--- src/rtl/vec_csr_unit.sv ---
// Vector CSR file (vstart/vxsat/vxrm/vcsr/vl/vtype/vlenb) with a vsetvl resolution FSM.
// Optional VCSR_PERF_CNT_EN adds a read-only vec_done counter at 0xCC0.
//
// state  | meaning
// IDLE   | waiting for vset_req; request fields latched on acceptance
// DECODE | VLMAX and vill computed from the latched vtype
// COMMIT | vl/vtype updated, vset_ack pulsed, vstart cleared
module vec_csr_unit #(
  parameter int XLEN   = 32,
  parameter int VLEN   = 256,
  parameter int ELEN   = 32,
  parameter int VL_W   = $clog2(VLEN) + 1,
  parameter int RST_VL = 8
) (
  input  logic            clk,
  input  logic            rst,
  input  logic [11:0]     csr_adr_wr,
  input  logic [XLEN-1:0] csr_wrdata,
  input  logic            csr_wr_en,
  input  logic [11:0]     csr_adr_rd,
  output logic [XLEN-1:0] csr_rddata,
  input  logic            freeze,
  input  logic            vset_req,
  input  logic [XLEN-1:0] vset_avl,
  input  logic [XLEN-1:0] vset_vtype,
  input  logic [1:0]      vset_mode,
  output logic            vset_busy,
  output logic            vset_ack,
  output logic [VL_W-1:0] vset_vl,
  input  logic            vxsat_set,
  input  logic            vec_trap,
  input  logic [VL_W-1:0] vec_trap_idx,
  input  logic            vec_done,
  output logic [VL_W-1:0] vl,
  output logic [2:0]      vsew,
  output logic [2:0]      vlmul,
  output logic            vta,
  output logic            vma,
  output logic            vill,
  output logic [VL_W-1:0] vstart,
  output logic [1:0]      vxrm
);

  localparam logic [11:0] ADR_VSTART = 12'h008;
  localparam logic [11:0] ADR_VXSAT  = 12'h009;
  localparam logic [11:0] ADR_VXRM   = 12'h00A;
  localparam logic [11:0] ADR_VCSR   = 12'h00F;
  localparam logic [11:0] ADR_VL     = 12'hC20;
  localparam logic [11:0] ADR_VTYPE  = 12'hC21;
  localparam logic [11:0] ADR_VLENB  = 12'hC22;
  localparam logic [11:0] ADR_PERF   = 12'hCC0;

  typedef enum logic [1:0] {S_IDLE, S_DECODE, S_COMMIT} state_t;

  state_t          state, state_nxt;
  logic            latch_req, dec_en, commit_en;

  logic [XLEN-1:0] avl_q;
  logic [7:0]      vt_lo_q;
  logic            vt_rsv_q;
  logic [1:0]      mode_q;
  logic [VL_W-1:0] vlmax_q;
  logic            ill_q;

  logic [VL_W-1:0] vl_q, vstart_q;
  logic            vill_q, vma_q, vta_q, vxsat_q;
  logic [2:0]      vsew_q, vlmul_q;
  logic [1:0]      vxrm_q;
  logic [XLEN-1:0] rddata_q, rd_mux, perf_rd;

  logic [2:0]      d_sew, d_lmul;
  logic [31:0]     d_base, d_vlmax;
  logic            d_ill;
  logic [VL_W-1:0] new_vl;

  logic            unused_bits;
  assign unused_bits = ^{vset_vtype[XLEN-1], csr_wrdata[XLEN-1:VL_W]};

  // ---------------- FSM ----------------
  always_ff @(posedge clk or posedge rst) begin
    if (rst) state <= S_IDLE;
    else     state <= state_nxt;
  end

  always_comb begin
    state_nxt = state;
    latch_req = 1'b0;
    dec_en    = 1'b0;
    commit_en = 1'b0;
    case (state)
      S_IDLE: begin
        if (vset_req && !freeze) begin
          latch_req = 1'b1;
          state_nxt = S_DECODE;
        end
      end
      S_DECODE: begin
        if (!freeze) begin
          dec_en    = 1'b1;
          state_nxt = S_COMMIT;
        end
      end
      S_COMMIT: begin
        if (!freeze) begin
          commit_en = 1'b1;
          state_nxt = S_IDLE;
        end
      end
      default: state_nxt = S_IDLE;
    endcase
  end

  // VLMAX = VLEN/SEW scaled by LMUL; fractional LMUL shifts right by 8-vlmul
  always_comb begin
    d_sew  = vt_lo_q[5:3];
    d_lmul = vt_lo_q[2:0];
    d_base = 32'(VLEN) >> (32'd3 + 32'(d_sew));
    if (!d_lmul[2]) d_vlmax = d_base << d_lmul[1:0];
    else            d_vlmax = d_base >> (4'd8 - {1'b0, d_lmul});
    d_ill = (d_sew > 3'd3) || ((32'd8 << d_sew) > 32'(ELEN)) ||
            (d_lmul == 3'b100) || (d_vlmax == 32'd0) || vt_rsv_q;
  end

  // avl is compared at full width so large AVLs saturate to VLMAX
  always_comb begin
    new_vl = '0;
    if (ill_q)               new_vl = '0;
    else if (mode_q == 2'b01) new_vl = vlmax_q;
    else if (mode_q == 2'b10) new_vl = (vl_q < vlmax_q) ? vl_q : vlmax_q;
    else new_vl = (avl_q < {{(XLEN-VL_W){1'b0}}, vlmax_q}) ? avl_q[VL_W-1:0] : vlmax_q;
  end

  always_ff @(posedge clk or posedge rst) begin
    if (rst) begin
      avl_q    <= '0;
      vt_lo_q  <= '0;
      vt_rsv_q <= 1'b0;
      mode_q   <= '0;
      vlmax_q  <= '0;
      ill_q    <= 1'b0;
    end else begin
      if (latch_req) begin
        avl_q    <= vset_avl;
        vt_lo_q  <= vset_vtype[7:0];
        vt_rsv_q <= |vset_vtype[XLEN-2:8];
        mode_q   <= vset_mode;
      end
      if (dec_en) begin
        vlmax_q <= d_vlmax[VL_W-1:0];
        ill_q   <= d_ill;
      end
    end
  end

  // ---------------- architectural registers ----------------
  always_ff @(posedge clk or posedge rst) begin
    if (rst) begin
      vl_q    <= VL_W'(RST_VL);
      vill_q  <= 1'b0;
      vma_q   <= 1'b0;
      vta_q   <= 1'b0;
      vsew_q  <= 3'b010;
      vlmul_q <= 3'b000;
    end else if (commit_en) begin
      vl_q <= new_vl;
      if (ill_q) begin
        vill_q  <= 1'b1;
        vma_q   <= 1'b0;
        vta_q   <= 1'b0;
        vsew_q  <= 3'b000;
        vlmul_q <= 3'b000;
      end else begin
        vill_q  <= 1'b0;
        vma_q   <= vt_lo_q[7];
        vta_q   <= vt_lo_q[6];
        vsew_q  <= vt_lo_q[5:3];
        vlmul_q <= vt_lo_q[2:0];
      end
    end
  end

  always_ff @(posedge clk or posedge rst) begin
    if (rst) begin
      vstart_q <= '0;
    end else if (commit_en) begin
      vstart_q <= '0;
    end else if (vec_trap) begin
      vstart_q <= vec_trap_idx;
    end else if (vec_done) begin
      vstart_q <= '0;
    end else if (csr_wr_en && csr_adr_wr == ADR_VSTART) begin
      vstart_q <= csr_wrdata[VL_W-1:0];
    end
  end

  // a saturation event wins over a same-cycle software clear
  always_ff @(posedge clk or posedge rst) begin
    if (rst) begin
      vxsat_q <= 1'b0;
      vxrm_q  <= 2'b11;
    end else begin
      if (csr_wr_en && (csr_adr_wr == ADR_VXSAT || csr_adr_wr == ADR_VCSR))
        vxsat_q <= csr_wrdata[0] | vxsat_set;
      else
        vxsat_q <= vxsat_q | vxsat_set;
      if (csr_wr_en && csr_adr_wr == ADR_VXRM) vxrm_q <= csr_wrdata[1:0];
      else if (csr_wr_en && csr_adr_wr == ADR_VCSR) vxrm_q <= csr_wrdata[2:1];
    end
  end

`ifdef VCSR_PERF_CNT_EN
  logic [31:0] perf_cnt;
  always_ff @(posedge clk or posedge rst) begin
    if (rst)           perf_cnt <= '0;
    else if (vec_done) perf_cnt <= perf_cnt + 32'd1;
  end
  assign perf_rd = XLEN'(perf_cnt);
`else
  assign perf_rd = '0;
`endif

  // ---------------- read path ----------------
  always_comb begin
    rd_mux = '0;
    case (csr_adr_rd)
      ADR_VSTART: rd_mux[VL_W-1:0] = vstart_q;
      ADR_VXSAT:  rd_mux[0]        = vxsat_q;
      ADR_VXRM:   rd_mux[1:0]      = vxrm_q;
      ADR_VCSR:   rd_mux[2:0]      = {vxrm_q, vxsat_q};
      ADR_VL:     rd_mux[VL_W-1:0] = vl_q;
      ADR_VTYPE: begin
        rd_mux[XLEN-1] = vill_q;
        rd_mux[7:0]    = {vma_q, vta_q, vsew_q, vlmul_q};
      end
      ADR_VLENB:  rd_mux = XLEN'(VLEN / 8);
      ADR_PERF:   rd_mux = perf_rd;
      default:    rd_mux = '0;
    endcase
  end

  always_ff @(posedge clk or posedge rst) begin
    if (rst)          rddata_q <= '0;
    else if (!freeze) rddata_q <= rd_mux;
  end

  assign csr_rddata = rddata_q;
  assign vset_busy  = (state != S_IDLE);
  assign vset_ack   = commit_en;
  assign vset_vl    = new_vl;
  assign vl         = vl_q;
  assign vsew       = vsew_q;
  assign vlmul      = vlmul_q;
  assign vta        = vta_q;
  assign vma        = vma_q;
  assign vill       = vill_q;
  assign vstart     = vstart_q;
  assign vxrm       = vxrm_q;

endmodule

--- config.mk ---
export PLATFORM = sky130hd
export DESIGN_NAME = vec_csr_unit
export DESIGN_NICKNAME = d
export VERILOG_FILES = /design/src/rtl/vec_csr_unit.sv
export SDC_FILE = /design/constraint.sdc
export NUM_CORES = 1
export LEC_CHECK = 0
export BUFFER_PORTS_ARGS = -buffer_cell sky130_fd_sc_hd__buf_2
export CAP_MARGIN = 20
export CORE_MARGIN = 2
export CORE_UTILIZATION = 54
export CTS_BUF_LIST = sky130_fd_sc_hd__clkbuf_16
export DETAILED_ROUTE_END_ITERATION = 8
export HOLD_SLACK_MARGIN = 0.1
export PLACE_DENSITY = 0.92
export SYNTH_ARGS = -nofsm -noshare
export SYNTH_HDL_FRONTEND = slang
export SYNTH_SLANG_ARGS = --single-unit
--- constraint.sdc ---
create_clock -name clk -period 4.2 [get_ports clk]
set_input_delay 0 -clock clk [delete_from_list [all_inputs] [get_ports clk]]
set_output_delay 0 -clock clk [all_outputs]
set_load 0.01 [all_outputs]
==> impl_metrics.toml <==
[timing]
setup_viol = 0
worstMarginPinSlew_ns = 0.985
tns_ns = 0
relSlewSlack_pct = 34.1
rsz0062_at_grt = "false"
slew_violations = 0
layout_setup_ws_ns = 1.21
period_needed_ns = 2.99
hold_viol = 0
skew_ns = 0.00985
fmax_ghz = 0.335
hold_slack_ns = 0.110
period_share_pct = 71.1

[place]
place_inst = 849
gp_congestion = 0.955
hpwl_microns = 12200
placed_cell_area_sq_um = 6440
dpl_worst_slack_ns = 1.36
io_buffers = 164

[clock_network]
cts-root-buf = "clkbuf_16"
htreeDepth = 3
cts_made_buffers = 9
clk_pin_slew_ns = 0.07
clk_path_buf_depth = 2
postCtsSetupBuffers = 0
clock_sinks = 95
cts_resized = 0
insertion_delay_ns = 0.35
cts_tree = "yes"

[grt]
overflow = 0
grtUsageTotal_pct = 34.8
grt_pass1_wl_microns = 30400
antenna_found_initial = 2
grt_start_max_net_pins = 52
grt_pass1_vias = 6012

[layout]
layout_commonest_cell = "buf_2"
design_area_sq_um = 7450
drive_above_1_share_pct = 31.1
finalNetCount = 952
fillCellCount = 700
layout_common_cells = "buf_2, dfrtp_1, dlygate4sd3_1"
fin_util_pct = 72.9
layout.cells.non_filler = 939
area_growth_pct = 31.9

[floorplanning]
fp.dieW_microns = 106
start_util_pct = 55.2
dieHeight_microns = 106
ios = 211
fp.coreArea_sq_um = 10200
row_count = 37
dieArea_sq_um = 11300

[power]
cellPowerDensity_nw_per_um2 = 493
power_mw = 3.68
ir_drop_mv = 0.322
p_leak_nw = 3.55

[synth]
yosysWarningCount = 0
netlist.area_leader.share_pct = 40.3
ys_types = 71
synth_top_area_cell = "dfrtp_1"
async_reset_ff_share_pct = 100
ys_seq_area_share_pct = 42.2
synth_area_leaders = "dfrtp_1, mux2_2, nand2_1"
synth-edff-count = 0
avgSynthCellArea_sq_um = 9.78
yosys_most_used_dff = "dfrtp_1"
ys_ff_latch = 95
synthCells = 578
synth_area_sq_um = 5650

[setup_path]
worstPathArrival_ns = 2.99
crit_buf_inv = 2
required_ns = 4.20
crit_chain = "inv_1 > ha_1 > nor4_1 > nand4_1 > nor2_2 > and3_4 > and2_1 > o311a_1 > buf_2"
path_delay_family = "simple AND/OR/NAND/NOR gates"
end_kind = "primary output"
slowest_delay_ns = 0.40
critical_path.slowest_cell = "dfrtp_1"
start_kind = "flip-flop"
path_class = "flip-flop to primary output"
path_max_fanout = 12

[detailed_routing]
first_iter_violations = 751
dr.pass1.iters = 6
wl_met3_microns = 1630
wl_microns = 19100
wire_per_inst_microns = 20.3
vias = 5828
viasPerCell = 6.21
ant_nets = 0
wl_met1_microns = 6750
met2_length_microns = 9500
drc = 0
routed.top_layer = "met4"

[run]
maxCapViolations = 0

[run_status]
status = "completed"

[hold_path]
hold_path.class = "input pin to flip-flop"
worst min-delay path, cell delays in order:
cell and delay, ns:
buf_2 0.10, a22oi_1 0.20, a211oi_1 0.11
layer usage:
metal,up-vias,global-route usage (%)
met4,0,22.3
met1,2737,40.0
met3,113,6.81
li1,2561,-
met2,417,59.2
met5,-,0
flip-flops by register name (all words and copies together), names as in the netlist, 2 cells and up:
register    count
vt_lo_q         8
vl              9
mode_q          2
vstart          9
csr_rddata     10
state           2
vlmax_q         9
vxrm            2
vsew            3
avl_q          32
vlmul           3
timing repair:
item	in CTS	in global routing
endpoints found under the setup margin	0	0
endpoints found under the hold margin	105	0
hold buffers	71	0
power by group:
part           switching [mW]  total, mW  internal [mW]
logic                   0.787       1.35          0.567
registers               0.326       1.48           1.15
clock network           0.379      0.844          0.465
total                    1.49       3.68           2.19
logic make-up after synthesis:
group                    share of synthesized area (%)
AND/OR/NAND/NOR                                   19.2
AO/OA/AOI/OAI                                     18.5
flip-flops                                        42.2
buffers and inverters                             6.44
multiplexers                                      9.12
adder cells (fa/ha/maj)                           3.99
XOR/XNOR                                         0.465
other                                           0.0664
worst paths after layout:
path	cells past startpoint	endpoint	from	slack [ns]
max in group asynchronous	4	vt_rsv_q$_DFFE_PP0P_	rst	2.84
min reg2reg	2	vsew[1]$_DFFE_PP1P_	vsew[1]$_DFFE_PP1P_	0.48
min	3	vstart[6]$_DFFE_PP0P_	vec_trap_idx[6]	0.11
max reg2reg	9	ill_q$_DFFE_PP0P_	vt_lo_q[1]$_DFFE_PP0P_	1.35
min in group asynchronous	3	vt_lo_q[5]$_DFFE_PP0P_	rst	0.28
max	9	vset_vl[3]	vlmax_q[8]$_DFFE_PP0P_	1.21
cells in the mapped netlist, types with 8 or more instances:
cell / n
nand4_1: 10
nand3_1: 17
nor2_1: 48
o211ai_1: 8
o31ai_1: 16
buf_2: 9
o311a_1: 8
clkbuf_1: 18
nand2_1: 64
inv_1: 12
dfrtp_1: 91
o21ai_0: 16
a211oi_1: 10
a31oi_1: 9
buf_4: 23
ha_1: 18
a32oi_1: 11
nor4_1: 12
mux2_2: 44
a22oi_1: 11
a21oi_1: 16
layout make-up:
type	instances	area [sq um]	area share, %
diodes	3	7.51	0.101
clock buffers	9	225	3.02
clock inverters	7	71.3	0.957
inverters	14	55.1	0.739
multi-input cells	437	2990	40.1
flip-flops and latches	95	2380	32.0
well taps	136	170	2.28
repair buffers	238	1550	20.8
Note: power is estimated with default switching activity, not from simulation.
